`src/rtl/sync_fifo_param.sv`:
```
// Parametrised single-clock FIFO with almost-full/empty thresholds and sticky error flags.
// Define FIFO_FWFT_EN to get a first-word-fall-through read port instead of a registered one.
module sync_fifo_param #(
   parameter int unsigned DATA_W   = 8,
   parameter int unsigned DEPTH    = 8,
   parameter int unsigned AF_LEVEL = DEPTH - 1,
   parameter int unsigned AE_LEVEL = 1
) (
   input  logic                       clk,
   input  logic                       reset,
   input  logic                       wr_en,
   input  logic [DATA_W-1:0]          wr_data,
   input  logic                       rd_en,
   output logic [DATA_W-1:0]          rd_data,
   output logic                       rd_valid,
   output logic                       full,
   output logic                       empty,
   output logic                       almost_full,
   output logic                       almost_empty,
   output logic [$clog2(DEPTH):0]     count,
   input  logic                       err_clr,
   output logic                       overflow,
   output logic                       underflow
);

   localparam int unsigned AW = $clog2(DEPTH);

   localparam logic [AW:0] DepthCnt = DEPTH[AW:0];
   localparam logic [AW:0] AfLvl    = AF_LEVEL[AW:0];
   localparam logic [AW:0] AeLvl    = AE_LEVEL[AW:0];

   logic [DATA_W-1:0] mem_q [DEPTH];

   logic [AW-1:0] wr_ptr_q, wr_ptr_d;
   logic [AW-1:0] rd_ptr_q, rd_ptr_d;
   logic [AW:0]   count_q, count_d;
   logic          ovf_q, ovf_d;
   logic          unf_q, unf_d;
   logic          rd_acc, wr_acc;

   assign full         = (count_q == DepthCnt);
   assign empty        = (count_q == '0);
   assign almost_full  = (count_q >= AfLvl);
   assign almost_empty = (count_q <= AeLvl);
   assign count        = count_q;
   assign overflow     = ovf_q;
   assign underflow    = unf_q;

   // A write into a full FIFO still fits when a read frees a slot on the same edge.
   assign rd_acc = rd_en && !empty;
   assign wr_acc = wr_en && (!full || rd_acc);

   always_comb begin
      wr_ptr_d = wr_ptr_q;
      rd_ptr_d = rd_ptr_q;
      count_d  = count_q;
      if (wr_acc) begin
         wr_ptr_d = wr_ptr_q + AW'(1);
      end
      if (rd_acc) begin
         rd_ptr_d = rd_ptr_q + AW'(1);
      end
      unique case ({wr_acc, rd_acc})
         2'b10:   count_d = count_q + (AW + 1)'(1);
         2'b01:   count_d = count_q - (AW + 1)'(1);
         default: count_d = count_q;
      endcase
   end

   // Clear wins over a same-cycle rejection.
   always_comb begin
      ovf_d = ovf_q;
      unf_d = unf_q;
      if (err_clr) begin
         ovf_d = 1'b0;
         unf_d = 1'b0;
      end else begin
         if (wr_en && !wr_acc) begin
            ovf_d = 1'b1;
         end
         if (rd_en && !rd_acc) begin
            unf_d = 1'b1;
         end
      end
   end

   always_ff @(posedge clk or posedge reset) begin
      if (reset) begin
         wr_ptr_q <= '0;
         rd_ptr_q <= '0;
         count_q  <= '0;
         ovf_q    <= 1'b0;
         unf_q    <= 1'b0;
      end else begin
         wr_ptr_q <= wr_ptr_d;
         rd_ptr_q <= rd_ptr_d;
         count_q  <= count_d;
         ovf_q    <= ovf_d;
         unf_q    <= unf_d;
      end
   end

   // Storage is deliberately not reset; stale words are never exposed.
   always_ff @(posedge clk) begin
      if (wr_acc) begin
         mem_q[wr_ptr_q] <= wr_data;
      end
   end

`ifdef FIFO_FWFT_EN
   assign rd_data  = mem_q[rd_ptr_q];
   assign rd_valid = !empty;
`else
   logic [DATA_W-1:0] rd_data_q, rd_data_d;
   logic              rd_valid_q, rd_valid_d;

   always_comb begin
      rd_data_d  = rd_data_q;
      rd_valid_d = rd_acc;
      if (rd_acc) begin
         rd_data_d = mem_q[rd_ptr_q];
      end
   end

   always_ff @(posedge clk or posedge reset) begin
      if (reset) begin
         rd_data_q  <= '0;
         rd_valid_q <= 1'b0;
      end else begin
         rd_data_q  <= rd_data_d;
         rd_valid_q <= rd_valid_d;
      end
   end

   assign rd_data  = rd_data_q;
   assign rd_valid = rd_valid_q;
`endif

endmodule
```
`config.mk`:
```
export PLATFORM = sky130hd
export DESIGN_NAME = sync_fifo_param
export DESIGN_NICKNAME = d
export VERILOG_FILES = /design/src/rtl/sync_fifo_param.sv
export SDC_FILE = /design/constraint.sdc
export NUM_CORES = 1
export LEC_CHECK = 0
export ABC_CLOCK_PERIOD_IN_PS = 3300
export CORE_MARGIN = 2
export CORE_UTILIZATION = 30
export CTS_CLUSTER_DIAMETER = 120
export DETAILED_ROUTE_END_ITERATION = 8
export GPL_TIMING_DRIVEN = 0
export SETUP_SLACK_MARGIN = 0.4
export SLEW_MARGIN = 20
export SYNTH_ARGS = -nofsm -noshare
export SYNTH_HDL_FRONTEND = slang
export SYNTH_SLANG_ARGS = --single-unit
```
`constraint.sdc`:
```
create_clock -name clk -period 3.3 [get_ports clk]
set_input_delay 0.495 -clock clk [delete_from_list [all_inputs] [get_ports clk]]
set_output_delay 0.495 -clock clk [all_outputs]
set_load 0.01 [all_outputs]
```
Yosys cells after proc, flatten, opt, wreduce, memory -nomap -nowiden
Memory sizes are Yosys's and may differ from the RTL's. A register that Yosys moved wholly into a read port is not among the register bits.
Index checks and enable logic that the tools add are counted.
{"block": "classes", "add_sub_neg": 4, "mul": 0, "n_div": 0, "magnitude_cmp": 2, "eq_ne": 3, "shift": 0, "mux": 7, "bitwise": 0, "n_reduce_logical": 13}
{"operator": "case mux 4 bit (2 select lines)", "count": 1}
{"operator": "adder 3 x 1 -> 3 bit, second input constant", "count": 2}
{"operator": "2-to-1 mux 1 bit", "count": 6}
{"operator": "nonzero test 2 bit", "count": 3}
{"operator": "adder 4 x 1 -> 4 bit, second input constant", "count": 1}
{"operator": "equality test 4 bit, second input constant", "count": 1}
{"operator": "greater-or-equal comparator 4 x 3 -> 1 bit, second input constant", "count": 1}
{"operator": "<= comparator 4 x 1 -> 1 bit, second input constant", "count": 1}
{"operator": "logical AND 1 bit", "count": 4}
{"operator": "zero test 1 bit", "count": 4}
{"operator": "zero test 4 bit", "count": 1}
{"operator": "subtractor 4 x 1 -> 4 bit, second input constant", "count": 1}
{"operator": "equality test 2 x 1 -> 1 bit, second input constant", "count": 1}
{"operator": "equality test 2 bit, second input constant", "count": 1}
{"operator": "logical OR 1 bit", "count": 1}
{"block": "totals", "ff_bits": 13, "latchBits": 0, "mem_bits_rw": 64, "romBits": 0, "input_bits": 13, "output_inout_bits": 19, "elab_cells": 36, "n_memories": 1}
{"name": "mem_q", "depth": 8, "word_bits": 8, "rd": 1, "rd_ports_with_merged_regs": 1, "wr": 1, "line": "32", "text": "logic [DATA_W-1:0] mem_q [DEPTH];"}

Depth between registers and ports, before layout
Gate-level depths: netlist of run 1.
{"block": "logic_depth", "ltp_word": 9, "ltp_mapped": 8, "mapped_depth_nobuf": 7}

Worst setup path before layout of run 1
Ideal clock, no wire load.
{"block": "synth_path", "path_kind": "register to register", "from": "register count_q[0], in the netlist count[0]", "to": "memory mem_q[0][0], enable pin", "setup_ns": 0.383, "arrival_time_ns": 1.891, "required_time_ns": 2.917, "slack_ns": 1.026, "path_stages_with_launch": 7, "n_path_buf": 0, "synth_period_minus_slack_ns": 2.274, "path_cell_list": "dfrtp_1 -> inv_1 -> ha_1 -> nor4bb_1 -> nor2b_1 -> nand2b_1 -> nor3_1"}
{"block": "synth_between", "elab_chain_len": 7, "elab_cells_between_ends": 9, "classes_between": "1 x eq/ne; 2 x mux; 6 x reduce/logical"}
{"item": "start: declaration", "line": "36", "text": "logic [AW:0] count_q, count_d;"}
{"item": "start signal: assignment", "line": "97", "text": "count_q <= count_d;"}
{"item": "zero test 4 bit", "line": "42", "text": "assign empty = (count_q == '0);"}
{"item": "zero test 1 bit", "line": "50", "text": "assign rd_acc = rd_en && !empty;"}
{"item": "logical AND 1 bit", "line": "50"}
{"item": "logical OR 1 bit (*)", "line": "51", "text": "assign wr_acc = wr_en && (!full || rd_acc);"}
{"item": "logical AND 1 bit (*)", "line": "51"}
{"item": "2-to-1 mux 1 bit (*)", "line": "105", "text": "if (wr_acc) begin"}
{"item": "2-to-1 mux 1 bit (implied by the code) (*)", "line": "106", "text": "mem_q[wr_ptr_q] <= wr_data;"}
{"item": "end: declaration", "line": "32"}
Every way passes the cells marked *; elsewhere a longest branch is shown, timed or not.

Worst setup path after layout of run 1
{"block": "layout_path", "from": "register count_q[0], in the netlist count[0]", "to": "output empty"}
{"block": "layout_between", "elab_chain_len": 1}
{"item": "zero test 4 bit", "line": "42"}
{"item": "end: declaration", "line": "17", "text": "output logic empty,"}
Every way passes these cells.

==> results of run 1 <==
## how the worst max path moves through the flow
| stage | cells after the start | slack (ns) | endpoint | start |
|---|---|---|---|---|
| 6_report | 4 | 0.61 | empty | count[0] |
| 3_3_place_gp | 5 | 0.13 | mem_q[0][4] | rd_en |
| 2_1_floorplan | 6 | 1.03 | mem_q[0][0] | count[0] |
| 4_1_cts | 4 | 0.61 | empty | count[0] |
| 5_1_grt | 6 | 0.51 | mem_q[2][1] | count[0] |
| 3_5_place_dp | 5 | 0.44 | mem_q[2][3] | rd_en |
## stage by stage
stage / area, sq um / hold slack [ns] / utilization [%] / worst slack (ns) / std cells
floorplan: 3500 / 0.472 / - / 1.03 / 244
global placement: 3980 / 0.460 / 34.8 / 0.127 / 417
detailed placement: 3990 / 0.464 / 34.9 / 0.444 / 417
CTS: 4270 / 0.478 / 37.4 / 0.605 / 433
global route: 4270 / 0.506 / 37.4 / 0.506 / 433
finish: 4270 / 0.473 / 37.4 / 0.611 / 433
## state kept, by name, summed over array words and instances (netlist names)
name and flops:
wr_ptr_q 3, rd_data 8, rd_ptr_q 3, rd_valid 1
mem_q 64, overflow 1, underflow 1, count 4
## power by group
group | leakage (uW) | switching [uW] | internal, uW
Clock | 0.000137 | 382 | 581
Sequential | 0.000835 | 132 | 1390
Combinational | 0.000628 | 678 | 563
## cells in the mapped netlist, types with 2 or more instances
master and count:
clkbuf_1 4, edfxtp_1 64, dfrtp_1 21, xnor2_1 6, buf_2 3, mux2i_1 33, nor2_1 14, a22oi_1 16
or3_1 2, inv_1 5, buf_1 3, ha_1 5, nor2b_1 3, nor3_1 4, a21oi_1 2, nand2b_1 6
nand3_1 8, nand2_1 31
## logic make-up after synthesis
kind of cell,share of synthesized area [%]
compound gates,4.76
xor+xnor,1.75
flops,70.0
simple gates,9.77
mux,9.77
fa+ha+maj,1.79
buf+inv,2.15
## layer usage
| metal | share of wire (%) | track usage (%) | wire [microns] | up-vias |
|---|---|---|---|---|
| met2 | 45 | 17.7 | 3180 | 53 |
| li1 | - | - | - | 976 |
| met4 | 2.1 | 5.69 | 144 | 0 |
| met5 | 0 | 0 | 0 | - |
| met3 | 5.3 | 2.94 | 373 | 10 |
| met1 | 47 | 15.8 | 3330 | 972 |
## area by class of cell
class,instances,share of cell area [%]
tap,143,4.19
multi-input combinational,142,23.0
clock inverter,5,1.20
sequential,85,57.3
timing repair buffer,30,7.03
clock buffer,11,5.45
inverter,6,0.528
buffer,11,1.23
## worst min-delay path: cells and delay by family, from the launching register on
family	cells	cell delay [ns]
and+or+nand+nor	2	0.10
DFF	1	0.34
==> key figures, run 1 <==
Job
  • Max-capacitance violation count: 0

Power
  • Power density normalized to cell area: 872 nW/um^2
  • Leakage: 0.00160 uW
  • Worst VDD drop: 453 uV
  • Pwr Total: 3720 uW

Routing
  • Starting DRC count in detailed routing: 128
  • Count of nets left with antenna violations after detail routing: 0
  • Final WL: 7020 microns
  • DRC violation count after routing: 0
  • Number of optimization iterations in the first detailed-route pass: 4
  • Via count: 2011
  • Routed len/inst: 16.2 microns
  • Via count normalized by instance count: 4.64

Floorplan
  • Horizontal extent of the die: 112 microns
  • Area of the die: 12500 sq um
  • Effective utilization at floorplan: 30.6%
  • Core area: 11400 sq um
  • Std cell rows: 39
  • Count of pins on the block boundary: 32
  • Die H: 112 microns

Yosys
  • Flops & latches, synth: 85
  • Leading post-synthesis cells by cell area: edfxtp_1, dfrtp_1, mux2i_1
  • Number of nets in the synthesized netlist: 262
  • YS warnings: 0
  • Top FF cell, synth: edfxtp_1
  • Number of enable flip-flop cells after synthesis: 64
  • Top-area cell type share of the netlist area: 55.0%
  • Number of standard cells after synthesis: 244
  • Share of flip-flops with an asynchronous set or reset: 24.7%
  • Summed instance area of the synthesized netlist: 3500 sq um
  • Cell variety after synth: 32
  • Dominant cell type by area after synthesis: edfxtp_1
  • Sequential share of the synthesized area: 70.0%
  • Mean Syn Cell Area: 14.3 sq um

STA
  • Final critical delay including setup and external delays: 2.69 ns
  • Maximum clock frequency: 0.372 GHz
  • Worst-margin pin slew: 0.937 ns
  • Number of pins with negative max-slew slack in the final report: 0
  • Setup total negative slack: 0 ns
  • Unrepaired setup endpoints after global routing: no
  • Worst relative slew slack: 37.3%
  • Post-route clock skew: 0.00467 ns
  • Number of endpoints failing setup at the final stage: 0
  • Final number of hold-violating endpoints: 0
  • Final worst-path cycle share: 81.5%

Setup path
  • Startpoint of the worst-slack reg-to-reg timing path: count[0]
  • Largest delay share family, worst path: buffers and inverters
  • Maximum fanout along the worst path: 6
  • Setup slack, reg-to-reg: 0.70 ns
  • CP Buf/Inv Count: 2
  • Master of the slowest instance on the critical path: clkdlybuf4s50_1
  • Worst Setup Path Type: reg2out
  • Endpoint class of the critical path: primary output
  • Endpoint required time on the critical path: 2.80 ns
  • Startpoint types: flop
  • Longest individual stage delay on the worst path: 0.63 ns
  • Reg2Reg Capture Point: mem_q[2][1]
  • Worst-path cell chain: inv_1 > ha_1 > nor3b_1 > clkdlybuf4s50_1
  • Endpoint arrival time on the critical path: 2.19 ns
  • R2r worst-path depth: 6

Layout
  • Ratio of cells with drive above 1 in the final layout: 7.24%
  • Area of the multi-input gates: 983 sq um
  • Total inserted antenna cells: 0
  • Filler cell count in the final layout: 1114
  • Sequential Area: 2450 sq um
  • Most frequent standard cell in the layout excluding fill and tap cells: edfxtp_1
  • Synthesis-to-layout area growth: 22.1%
  • Number of nets at the end of the flow: 303
  • Commonest cells after routing, fill and taps aside: edfxtp_1, mux2i_1, nand2_1

Clock tree
  • Number of buffers created by CTS: 9
  • Clock net sink count: 85
  • Clock tree buffer depth: 2
  • Maximum level of the CTS H-tree: 3
  • Clock latency on the worst-skew pair: 0.33 ns
  • Post-CTS Repair Setup Buffers: 0
  • Clock tree root buffer cell: clkbuf_16
  • Gates resized, CTS repair: 0
  • Clock-pin slew reported for the worst setup and hold paths after clock tree synthesis: 0.06 ns
  • Clock tree from TritonCTS: yes
  • Total of hold buffers inserted after clock tree synthesis: 0

Min path
  • Startpoint of the lowest-slack hold path: rd_data[1]
  • Class of the tightest hold or removal check: reg2reg
  • Number of stages on the worst hold path: 2
  • Worst hold endpoint: rd_data[1]

Status
  • Run status: finished, final reports clean

GRT
  • Grt ovf: 0
  • Pin count of the biggest net entering global routing: 22
  • Via count of the first global-routing pass: 2046
  • First-pass GRT wire length: 11000 microns
  • Global-route total usage across every layer: 11.7%
  • Antenna violations before repair: 0

Placement
  • Port Buf Inserts: 30
  • Detailed-placement wirelength estimate: 4570 microns
  • Global placement routability congestion: 0.731
No activity file was read; power rests on OpenSTA's default activity.
==> inputs of run 2 (changes only) <==
--- a/config.mk
+++ b/config.mk
@@ -5,7 +5,7 @@
 export SDC_FILE = /design/constraint.sdc
 export NUM_CORES = 1
 export LEC_CHECK = 0
-export ABC_CLOCK_PERIOD_IN_PS = 3300
+export ABC_CLOCK_PERIOD_IN_PS = 2400
 export CORE_MARGIN = 2
 export CORE_UTILIZATION = 30
 export CTS_CLUSTER_DIAMETER = 120
==> constraint.sdc (replaced) <==
create_clock -name clk -period 2.4 [get_ports clk]
set_input_delay 0.36 -clock clk [delete_from_list [all_inputs] [get_ports clk]]
set_output_delay 0.36 -clock clk [all_outputs]
set_load 0.01 [all_outputs]
==> key figures, run 2 (same netlist as run 1, synthesis figures left out) <==
STA
  • Setup total negative slack: 0 ns (unchanged)
  • Post-route clock skew: 0.00598 ns (+0.00131 ns)
  • Final number of hold-violating endpoints: 0 (unchanged)
  • Worst relative slew slack: 43.1% (+5.7 points)
  • Number of pins with negative max-slew slack in the final report: 0 (unchanged)
  • Maximum clock frequency: 0.519 GHz
  • Worst-margin pin slew: 0.853 ns (-0.0835 ns)
  • Final worst-path cycle share: 80.2%
  • Final critical delay including setup and external delays: 1.93 ns
  • Number of endpoints failing setup at the final stage: 0 (unchanged)
  • Unrepaired setup endpoints after global routing: no
  • Worst Setup Slack, final: 0.475 ns (-0.137 ns)

Placement
  • Global placement routability congestion: 0.753 (+3.1%)
  • Detailed-placement wirelength estimate: 4550 microns (-0.60%)
  • Post-Place Worst Slack: -0.317 ns (-0.761 ns)
  • Port Buf Inserts: 30 (unchanged)

Routing
  • DRC violation count after routing: 0 (unchanged)
  • Routed len/inst: 16.0 microns (-1.4%)
  • Count of nets left with antenna violations after detail routing: 0 (unchanged)
  • Final WL: 7110 microns (+1.3%)
  • Number of optimization iterations in the first detailed-route pass: 5 (+1)
  • Via count normalized by instance count: 4.64 (about the same)
  • Starting DRC count in detailed routing: 105 (-18%)
  • Via count: 2066 (+2.7%)

Floorplan
  • Count of pins on the block boundary: 32 (unchanged)
  • Die H: 112 microns (unchanged)
  • Area of the die: 12500 sq um (unchanged)
  • Horizontal extent of the die: 112 microns (unchanged)
  • Effective utilization at floorplan: 30.6% (unchanged)
  • Std cell rows: 39 (unchanged)
  • Core area: 11400 sq um (unchanged)

Layout
  • Commonest cells after routing, fill and taps aside: edfxtp_1, mux2i_1, nand2_1
  • Max FFs per register: 64 (unchanged)
  • Most frequent standard cell in the layout excluding fill and tap cells: edfxtp_1
  • Final Util: 39.0% (+1.6 points)
  • Register containing the most flip-flops in the final layout: mem_q
  • Ratio of cells with drive above 1 in the final layout: 16.2% (+9.0 points)
  • Total inserted antenna cells: 0 (unchanged)
  • Synthesis-to-layout area growth: 27.4%
  • Number of nets at the end of the flow: 315 (+4.0%)
  • Filler cell count in the final layout: 1068 (-4.1%)

Setup path
  • Launch point of the critical path: rd_en
  • Startpoint types: input pin
  • Longest individual stage delay on the worst path: 0.67 ns (+0.04 ns)
  • Endpoint arrival time on the critical path: 2.18 ns (about the same)
  • Worst Setup Path Type: in2reg
  • R2r worst-path depth: 7 (+1)
  • Reg2Reg Capture Point: mem_q[1][0]
  • Maximum fanout along the worst path: 8 (+2)
  • Largest delay share family, worst path: buffers and inverters
  • Worst-path cell chain: clkdlybuf4s50_1 > nand2b_1 > or3_1 > a2111oi_2 > xnor2_1
  • CP Buf/Inv Count: 1 (-1)
  • Startpoint of the worst-slack reg-to-reg timing path: count[0]
  • Endpoint required time on the critical path: 2.65 ns (-0.15 ns)
  • Master of the slowest instance on the critical path: clkdlybuf4s50_1
  • Setup slack, reg-to-reg: 0.52 ns (-0.18 ns)
  • Endpoint class of the critical path: flop

GRT
  • Antenna violations before repair: 0 (unchanged)
  • Pin count of the biggest net entering global routing: 22 (unchanged)
  • Via count of the first global-routing pass: 2010 (-1.8%)
  • First-pass GRT wire length: 10900 microns (-0.94%)
  • Global-route total usage across every layer: 11.6% (-0.13 points)
  • Grt ovf: 0 (unchanged)

Clock tree
  • Clock tree from TritonCTS: yes
  • Clock net sink count: 85 (unchanged)
  • Clock tree buffer depth: 2 (unchanged)
  • Number of buffers created by CTS: 9 (unchanged)
  • Maximum level of the CTS H-tree: 3 (unchanged)
  • Clock-pin slew reported for the worst setup and hold paths after clock tree synthesis: 0.06 ns (about the same)
  • Clock tree root buffer cell: clkbuf_16
  • Clock latency on the worst-skew pair: 0.33 ns (about the same)

Min path
  • Startpoint of the lowest-slack hold path: rd_data[7]
  • Worst hold endpoint: rd_data[7]
  • Number of stages on the worst hold path: 2 (unchanged)
  • Class of the tightest hold or removal check: reg2reg

Job
  • Max-capacitance violation count: 0 (unchanged)

Power
  • Worst VDD drop: 498 uV (+10%)
  • Leakage: 0.00169 uW (+5.5%)
  • Pwr Total: 5240 uW (+41%)
  • Power density normalized to cell area: 1180 nW/um^2 (+35%)

Status
  • Run status: finished, final reports clean
-- run 2: cell types whose count changed in the layout (fill, tap and decap cells not counted), moves of 2 or more --
cell / previous run / this run
nor3_4: 0 / 2
clkdlybuf4s50_1: 30 / 26
nor2_1: 14 / 8
dlygate4sd2_1: 0 / 3
inv_6: 0 / 2
buf_4: 0 / 12
nor2_4: 0 / 6
inv_2: 1 / 3
nor3_2: 2 / 0
inv_1: 5 / 3
-- run 2: what timing repair did --
item / CTS / global route
hold buffers: 0 / 0
gates resized for setup: 25 / 3
setup buffers: 10 / 2
pin swaps: 4 / 0
endpoints found under the setup margin: 69 / 65
-- run 2: how the worst max path moves through the flow --
stage / end / slack (ns) / cells after the start
CTS: almost_full / 0.37 / 5
global route: mem_q[0][0] / 0.41 / 7
detailed placement: mem_q[6][3] / -0.32 / 5
global placement: mem_q[6][3] / -0.30 / 5
floorplan: mem_q[2][0] / 0.34 / 6
finish: count[3] / 0.47 / 5
-- run 2: final cells by class --
cell class	count	area, sq um	area share [%]
tap	143	179	4.02
sequential	85	2450	55.0
multi-input combinational	142	1090	24.4
inverter	6	22.5	0.506
clock buffer	10	229	5.14
buffer	11	52.6	1.18
timing repair buffer	42	389	8.74
clock inverter	6	46.3	1.04
-- run 2: power breakdown --
part	leakage, uW	switching, uW	internal [uW]
registers	0.000835	186	1900
logic	0.000724	1030	875
clock network	0.000129	541	707
total	0.00169	1760	3480
-- run 2: through the flow --
step	hold WS, ns	area (sq um)	std cells
3_5_place_dp	0.467	3990	417
5_1_grt	0.507	4450	445
3_3_place_gp	0.463	3990	417
6_report	0.474	4450	445
2_1_floorplan	0.337	3510	244
4_1_cts	0.468	4420	443
-- run 2: layer usage --
layer | vias to the layer above | track usage (%) | share of wire, %
met3 | 10 | 2.29 | 3.8
met5 | - | 0 | 0
met2 | 37 | 18.7 | 49
li1 | 1009 | - | -
met4 | 0 | 5.12 | 1.7
met1 | 1010 | 15.2 | 45
-- run 2: tightest hold or removal path, delay by kind of cell, from the launching register on --
kind,cells,cell delay [ns]
flip-flops,1,0.34
AND/OR/NAND/NOR,2,0.10
